[src/rtl/maquina_de_troco_pkg.sv]
// Shared constants and state encoding for the change dispenser.
package maquina_de_troco_pkg;

    localparam int W_MOEDA = 5;
    localparam int W_VALOR = 6;
    localparam int W_ESTOQUE = 4;

    localparam logic [W_MOEDA-1:0] MOEDA20 = 5'd20;
    localparam logic [W_MOEDA-1:0] MOEDA10 = 5'd10;
    localparam logic [W_MOEDA-1:0] MOEDA5  = 5'd5;

    typedef enum logic [2:0] {
        IDLE   = 3'd0,
        SELECT = 3'd1,
        OFFER  = 3'd2,
        GAP    = 3'd3,
        DONE   = 3'd4,
        FAULT  = 3'd5
    } estado_t;

endpackage

[src/rtl/maquina_de_troco_estoque.sv]
// Per-denomination coin stock: reloadable down-counter with empty flag.
module estoque_moeda
    import maquina_de_troco_pkg::*;
#(
    parameter logic [W_ESTOQUE-1:0] INICIAL = 4'd8
) (
    input  logic clk,
    input  logic reset,
    input  logic load,
    input  logic dec,
    output logic vazio
);

    logic [W_ESTOQUE-1:0] cont;

    always_ff @(posedge clk or posedge reset) begin
        if (reset) begin
            cont <= INICIAL;
        end else if (load) begin
            cont <= INICIAL;
        end else if (dec && cont != '0) begin
            cont <= cont - 1'b1;
        end
    end

    assign vazio = (cont == '0);

endmodule

[src/rtl/maquina_de_troco.sv]
// Change dispenser: pays an amount greedily in 20/10/5 coins over a
// valid/ack handshake, tracking coin stock and reporting unpaid change.
module maquina_de_troco
    import maquina_de_troco_pkg::*;
#(
    parameter int unsigned ESTOQUE20 = 8,
    parameter int unsigned ESTOQUE10 = 8,
    parameter int unsigned ESTOQUE5  = 8
) (
    input  logic               clk,
    input  logic               reset,
    input  logic               start,
    input  logic [W_VALOR-1:0] valor,
    input  logic               recarga,
    input  logic               ack,
    output logic [W_MOEDA-1:0] moeda,
    output logic               valid,
    output logic               busy,
    output logic               done,
    output logic               erro,
    output logic [W_VALOR-1:0] falta
);

    localparam logic [W_ESTOQUE-1:0] INI20 = ESTOQUE20[W_ESTOQUE-1:0];
    localparam logic [W_ESTOQUE-1:0] INI10 = ESTOQUE10[W_ESTOQUE-1:0];
    localparam logic [W_ESTOQUE-1:0] INI5  = ESTOQUE5[W_ESTOQUE-1:0];

    estado_t estado;
    logic [W_VALOR-1:0] restante;

    logic vazio20, vazio10, vazio5;
    logic dec20, dec10, dec5;
    logic recarregar;
    logic pega;

    logic c20, c10, c5;
    logic cabe;
    logic [W_MOEDA-1:0] escolha;

    // Stock changes only on an accepted coin or an idle reload.
    assign pega       = (estado == OFFER) && ack;
    assign dec20      = pega && (moeda == MOEDA20);
    assign dec10      = pega && (moeda == MOEDA10);
    assign dec5       = pega && (moeda == MOEDA5);
    assign recarregar = (estado == IDLE) && !start && recarga;

    estoque_moeda #(.INICIAL(INI20)) u_est20 (
        .clk   (clk),
        .reset (reset),
        .load  (recarregar),
        .dec   (dec20),
        .vazio (vazio20)
    );

    estoque_moeda #(.INICIAL(INI10)) u_est10 (
        .clk   (clk),
        .reset (reset),
        .load  (recarregar),
        .dec   (dec10),
        .vazio (vazio10)
    );

    estoque_moeda #(.INICIAL(INI5)) u_est5 (
        .clk   (clk),
        .reset (reset),
        .load  (recarregar),
        .dec   (dec5),
        .vazio (vazio5)
    );

    // Greedy pick, made mutually exclusive so the decoder is one-hot.
    assign c20  = (restante >= 6'd20) && !vazio20;
    assign c10  = !c20 && (restante >= 6'd10) && !vazio10;
    assign c5   = !c20 && !c10 && (restante >= 6'd5) && !vazio5;
    assign cabe = c20 || c10 || c5;

    always_comb begin
        escolha = '0;
        unique case (1'b1)
            c20:     escolha = MOEDA20;
            c10:     escolha = MOEDA10;
            c5:      escolha = MOEDA5;
            default: escolha = '0;
        endcase
    end

    always_ff @(posedge clk or posedge reset) begin
        if (reset) begin
            estado   <= IDLE;
            restante <= '0;
            moeda    <= '0;
            valid    <= 1'b0;
            busy     <= 1'b0;
            done     <= 1'b0;
            erro     <= 1'b0;
            falta    <= '0;
        end else begin
            unique case (estado)
                IDLE: begin
                    if (start) begin
                        restante <= valor;
                        falta    <= '0;
                        busy     <= 1'b1;
                        estado   <= SELECT;
                    end
                end
                SELECT: begin
                    if (restante == '0) begin
                        done   <= 1'b1;
                        estado <= DONE;
                    end else if (cabe) begin
                        moeda  <= escolha;
                        valid  <= 1'b1;
                        estado <= OFFER;
                    end else begin
                        falta  <= restante;
                        erro   <= 1'b1;
                        estado <= FAULT;
                    end
                end
                OFFER: begin
                    if (ack) begin
                        restante <= restante - {1'b0, moeda};
                        moeda    <= '0;
                        valid    <= 1'b0;
                        estado   <= GAP;
                    end
                end
                GAP: begin
                    estado <= SELECT;
                end
                DONE: begin
                    done   <= 1'b0;
                    busy   <= 1'b0;
                    estado <= IDLE;
                end
                FAULT: begin
                    erro   <= 1'b0;
                    busy   <= 1'b0;
                    estado <= IDLE;
                end
                default: begin
                    estado <= IDLE;
                end
            endcase
        end
    end

endmodule
[config.mk]
export PLATFORM = sky130hd
export DESIGN_NAME = maquina_de_troco
export DESIGN_NICKNAME = d
export VERILOG_FILES = /design/src/rtl/maquina_de_troco_pkg.sv /design/src/rtl/maquina_de_troco_estoque.sv /design/src/rtl/maquina_de_troco.sv
export SDC_FILE = /design/constraint.sdc
export NUM_CORES = 1
export LEC_CHECK = 0
export CORE_UTILIZATION = 35
export CTS_BUF_LIST = sky130_fd_sc_hd__clkbuf_16
export CTS_CLUSTER_DIAMETER = 50
export DETAILED_ROUTE_END_ITERATION = 6
export PLACE_DENSITY = 0.62
export SLEW_MARGIN = 40
export SYNTH_ARGS = -nofsm -noshare
export SYNTH_HDL_FRONTEND = slang
export SYNTH_HIERARCHICAL = 1
export SYNTH_SLANG_ARGS = --single-unit
[constraint.sdc]
create_clock -name clk -period 2.25 [get_ports clk]
set_clock_uncertainty 0.05 [all_clocks]
set_input_delay 0.3375 -clock clk [delete_from_list [all_inputs] [get_ports clk]]
set_output_delay 0.3375 -clock clk [all_outputs]
set_load 0.005 [all_outputs]
==> flow_summary.yaml <==
sta:
  setup_viol_count_final: 0
  report.final.slew_viol_count: 0
  fin_crit_ps: 2110
  final_hold_viol_count: 0
  timing.final.crit_share: 0.940
  tightestPinTransition_ps: 467
  hold-worst-slack_ps: 301
  grt_setup_unrepaired: "no"
  relative_slew_slack: 0.686
  setup_slack_ps: 135
  max_freq_mhz: 473
  fin_tns_setup_ps: 0
hold_path:
  hold_path_class: "in2async"
cts:
  tritoncts_num_sinks: 35
  cts_buf_count: 5
  cts.root.buffer_cell: "clkbuf_16"
  post-cts-setup-buffers: 0
  insertion_delay_ps: 280
  cts-root-to-sink-buffers: 2
  htree_levels: 2
  clock_tree_from_tritoncts: "yes"
  clkSlewWorstSetupHoldPaths_ps: 50
global_route:
  maximum_number_of_pins_on_one_net_before_global_route_repair: 24
  grt-ovfl-total: 0
  total_routing_resource_utilization_after_global_routing: 0.162
  grt_pass1_wl_mm: 7.87
  first_global_vias: 1677
  grt_antenna_before_repair: 0
synth:
  synthesis.instances: 222
  synth-edff-count: 0
  yosys_warnings: 6
  post_synth_instance_area_mm2: 0.00213
  syn_area_per_cell_um2: 9.60
  synth_ff_type: "dfrtp_1"
  synth_fp_nets: 245
  synth_async_sr_flop_share: 1.00
  ys_seq_area_frac: 0.413
  synth.lib_cells_used.distinct: 51
  synth.ff_latch_count: 35
power_and_ir_drop:
  p_per_area_mw_per_mm2: 1370
  ir_drop_v: 0.000671
  p_leak_nw: 1.22
setup_path:
  arrival_worst_endpoint_ps: 2220
  timing.critical_path.fanout_max: 6
  cp-end-kind: "register"
  ff2ff_path_depth: 9
  worst-path-stages: 9
  timing.critical_path.required_ps: 2350
  cpLargestDelayFamily: "simple AND/OR/NAND/NOR gates"
  crit_path_cell_trace: "inv_1 > ha_1 > or3b_4 > inv_2 > a21oi_2 > nor4b_4 > buf_4 > o21ai_4 > mux2i_1"
  worstPathBufferInverterCount: 3
  critical_path.slowest_cell: "or3b_4"
  worstSetupPathType: "reg2reg"
  cpPeakStageDelay_ps: 410
  cp-start-kind: "register"
run:
  cap_violations: 0
floorplan:
  starting_density_of_the_core: 0.362
  core.rowCount: 28
  die_h_um: 80.0
  die_w_um: 80.0
  core_area_mm2: 0.00589
  io-pin-count: 26
  die_area_mm2: 0.00640
routing:
  wire_per_inst_um: 13.3
  detail_route.wirelength_mm: 4.61
  detailedRoute.firstPassIterationCount: 4
  via_count: 1806
  ant_nets: 0
  drc: 0
  route.detailed.vias_per_inst: 5.22
  drt-initial-drc-count: 93
cells_and_area:
  diode_count: 0
  final_cell_mix: "dfrtp_1 (32), clkdlybuf4s50_1 (25), inv_1 (24)"
  flow.area_growth_from_synthesis_pct: 29.8
  final_layout_size_suffix_gt1_frac: 0.199
  layout.cells.most_common: "dfrtp_1"
  post-route-util: 0.470
  final_net_count: 293
  final.fill_count: 579
placed_design:
  place.gp.congestion: 0.861
  place_hpwl_mm: 3.53
  buffer_ports.inserted: 25
  pre_cts_ws_ps: 18.3
run_status:
  outcome: "finished clean"
[what timing repair did]
action                                  4_1_cts  5_1_grt
endpoints found under the setup margin        0       10
gates resized for setup                       0        6
hold buffers                                  0        0
endpoints found under the hold margin         0        0
[through the flow]
step / instance area, um2 / std cells / power, mW
floorplan: 2150 / 222 / 2.42
global placement: 2620 / 338 / 3.09
finish: 2770 / 346 / 3.80
CTS: 2750 / 346 / 3.79
detailed placement: 2620 / 338 / 3.13
global route: 2770 / 346 / 4.12
[routing by layer]
| metal | routed length [um] | global-route usage | vias to the layer above | share of wire |
|---|---|---|---|---|
| met5 | 0 | 0 | - | 0 |
| met4 | 69 | 0.0625 | 0 | 0.015 |
| met3 | 207 | 0.0354 | 6 | 0.045 |
| met2 | 2150 | 0.250 | 43 | 0.47 |
| met1 | 2180 | 0.222 | 868 | 0.47 |
| li1 | - | - | 889 | - |
[worst register-to-register path: stages (launching register included)]
cell	delay, ps
dfrtp_1	390
inv_1	80
ha_1	130
or3b_4	410
inv_2	90
a21oi_2	60
nor4b_4	350
buf_4	200
o21ai_4	100
mux2i_1	140
[worst paths after layout]
path	from	endpoint	slack, ps
setup reg to reg	u_est20/cont[1]	falta[3]	140
hold reg to reg	busy	busy	440
hold / removal	reset	u_est5/cont[1]	300
min in group clk	busy	busy	440
setup / recovery	u_est20/cont[1]	falta[3]	140
max in group asynchronous	reset	estado[1]	1440
[final cells by class]
type                            instances  area (um2)  share of cell area
Multi-Input combinational cell        155        1150               0.414
Inverter                               27         101              0.0367
Clock inverter                          3        11.3             0.00407
Sequential cell                        35         880               0.318
Clock buffer                            5         125              0.0452
Timing Repair Buffer                   46         408               0.148
Tap cell                               75        93.8              0.0339
[state kept, by name, indices dropped and copies added (netlist names)]
| name | flops |
|---|---|
| falta | 6 |
| u_est10/cont | 4 |
| estado | 3 |
| done | 1 |
| restante | 6 |
| u_est20/cont | 4 |
| busy | 1 |
| valid | 1 |
| u_est5/cont | 4 |
| erro | 1 |
| moeda | 4 |
[synthesized netlist by cell type, types with 2 or more instances]
cell | instances | area share
nand2_1 | 23 | 0.041
mux2_4 | 2 | 0.014
ha_1 | 11 | 0.065
inv_1 | 26 | 0.046
a311oi_1 | 3 | 0.012
or3b_4 | 3 | 0.016
buf_4 | 2 | 0.0070
nand3_1 | 5 | 0.012
and2_1 | 2 | 0.0059
nor2_1 | 8 | 0.014
nor3_1 | 12 | 0.028
nor3b_1 | 2 | 0.0070
mux2i_1 | 8 | 0.038
a31oi_1 | 2 | 0.0059
a21o_1 | 2 | 0.0070
dfrtp_1 | 32 | 0.38
o21a_1 | 4 | 0.014
o21ai_0 | 9 | 0.021
or4b_1 | 3 | 0.014
a211o_1 | 3 | 0.012
a211oi_1 | 2 | 0.0070
or3_1 | 4 | 0.012
a21oi_1 | 20 | 0.047
a21o_2 | 3 | 0.012
dfstp_2 | 3 | 0.037
nor2b_1 | 3 | 0.0088
[logic make-up (layout without fill, tap and decap cells)]
| group | count (synthesis) | count (layout) | synth area share |
|---|---|---|---|
| muxes | 11 | 11 | 0.0570 |
| and+or+nand+nor | 74 | 74 | 0.203 |
| AOI/OAI and AO/OA | 58 | 58 | 0.189 |
| DFF | 35 | 35 | 0.413 |
| adders and majority gates | 12 | 12 | 0.0740 |
| buffers and inverters | 32 | 81 | 0.0652 |
[power by group]
group          internal (mW)  leakage (nW)  switching (mW)  total, mW
clock network          0.398        0.0701           0.244      0.642
registers              0.896         0.433           0.234       1.13
logic                   1.02         0.721            1.01       2.02
(Power assumes the default switching activity.)
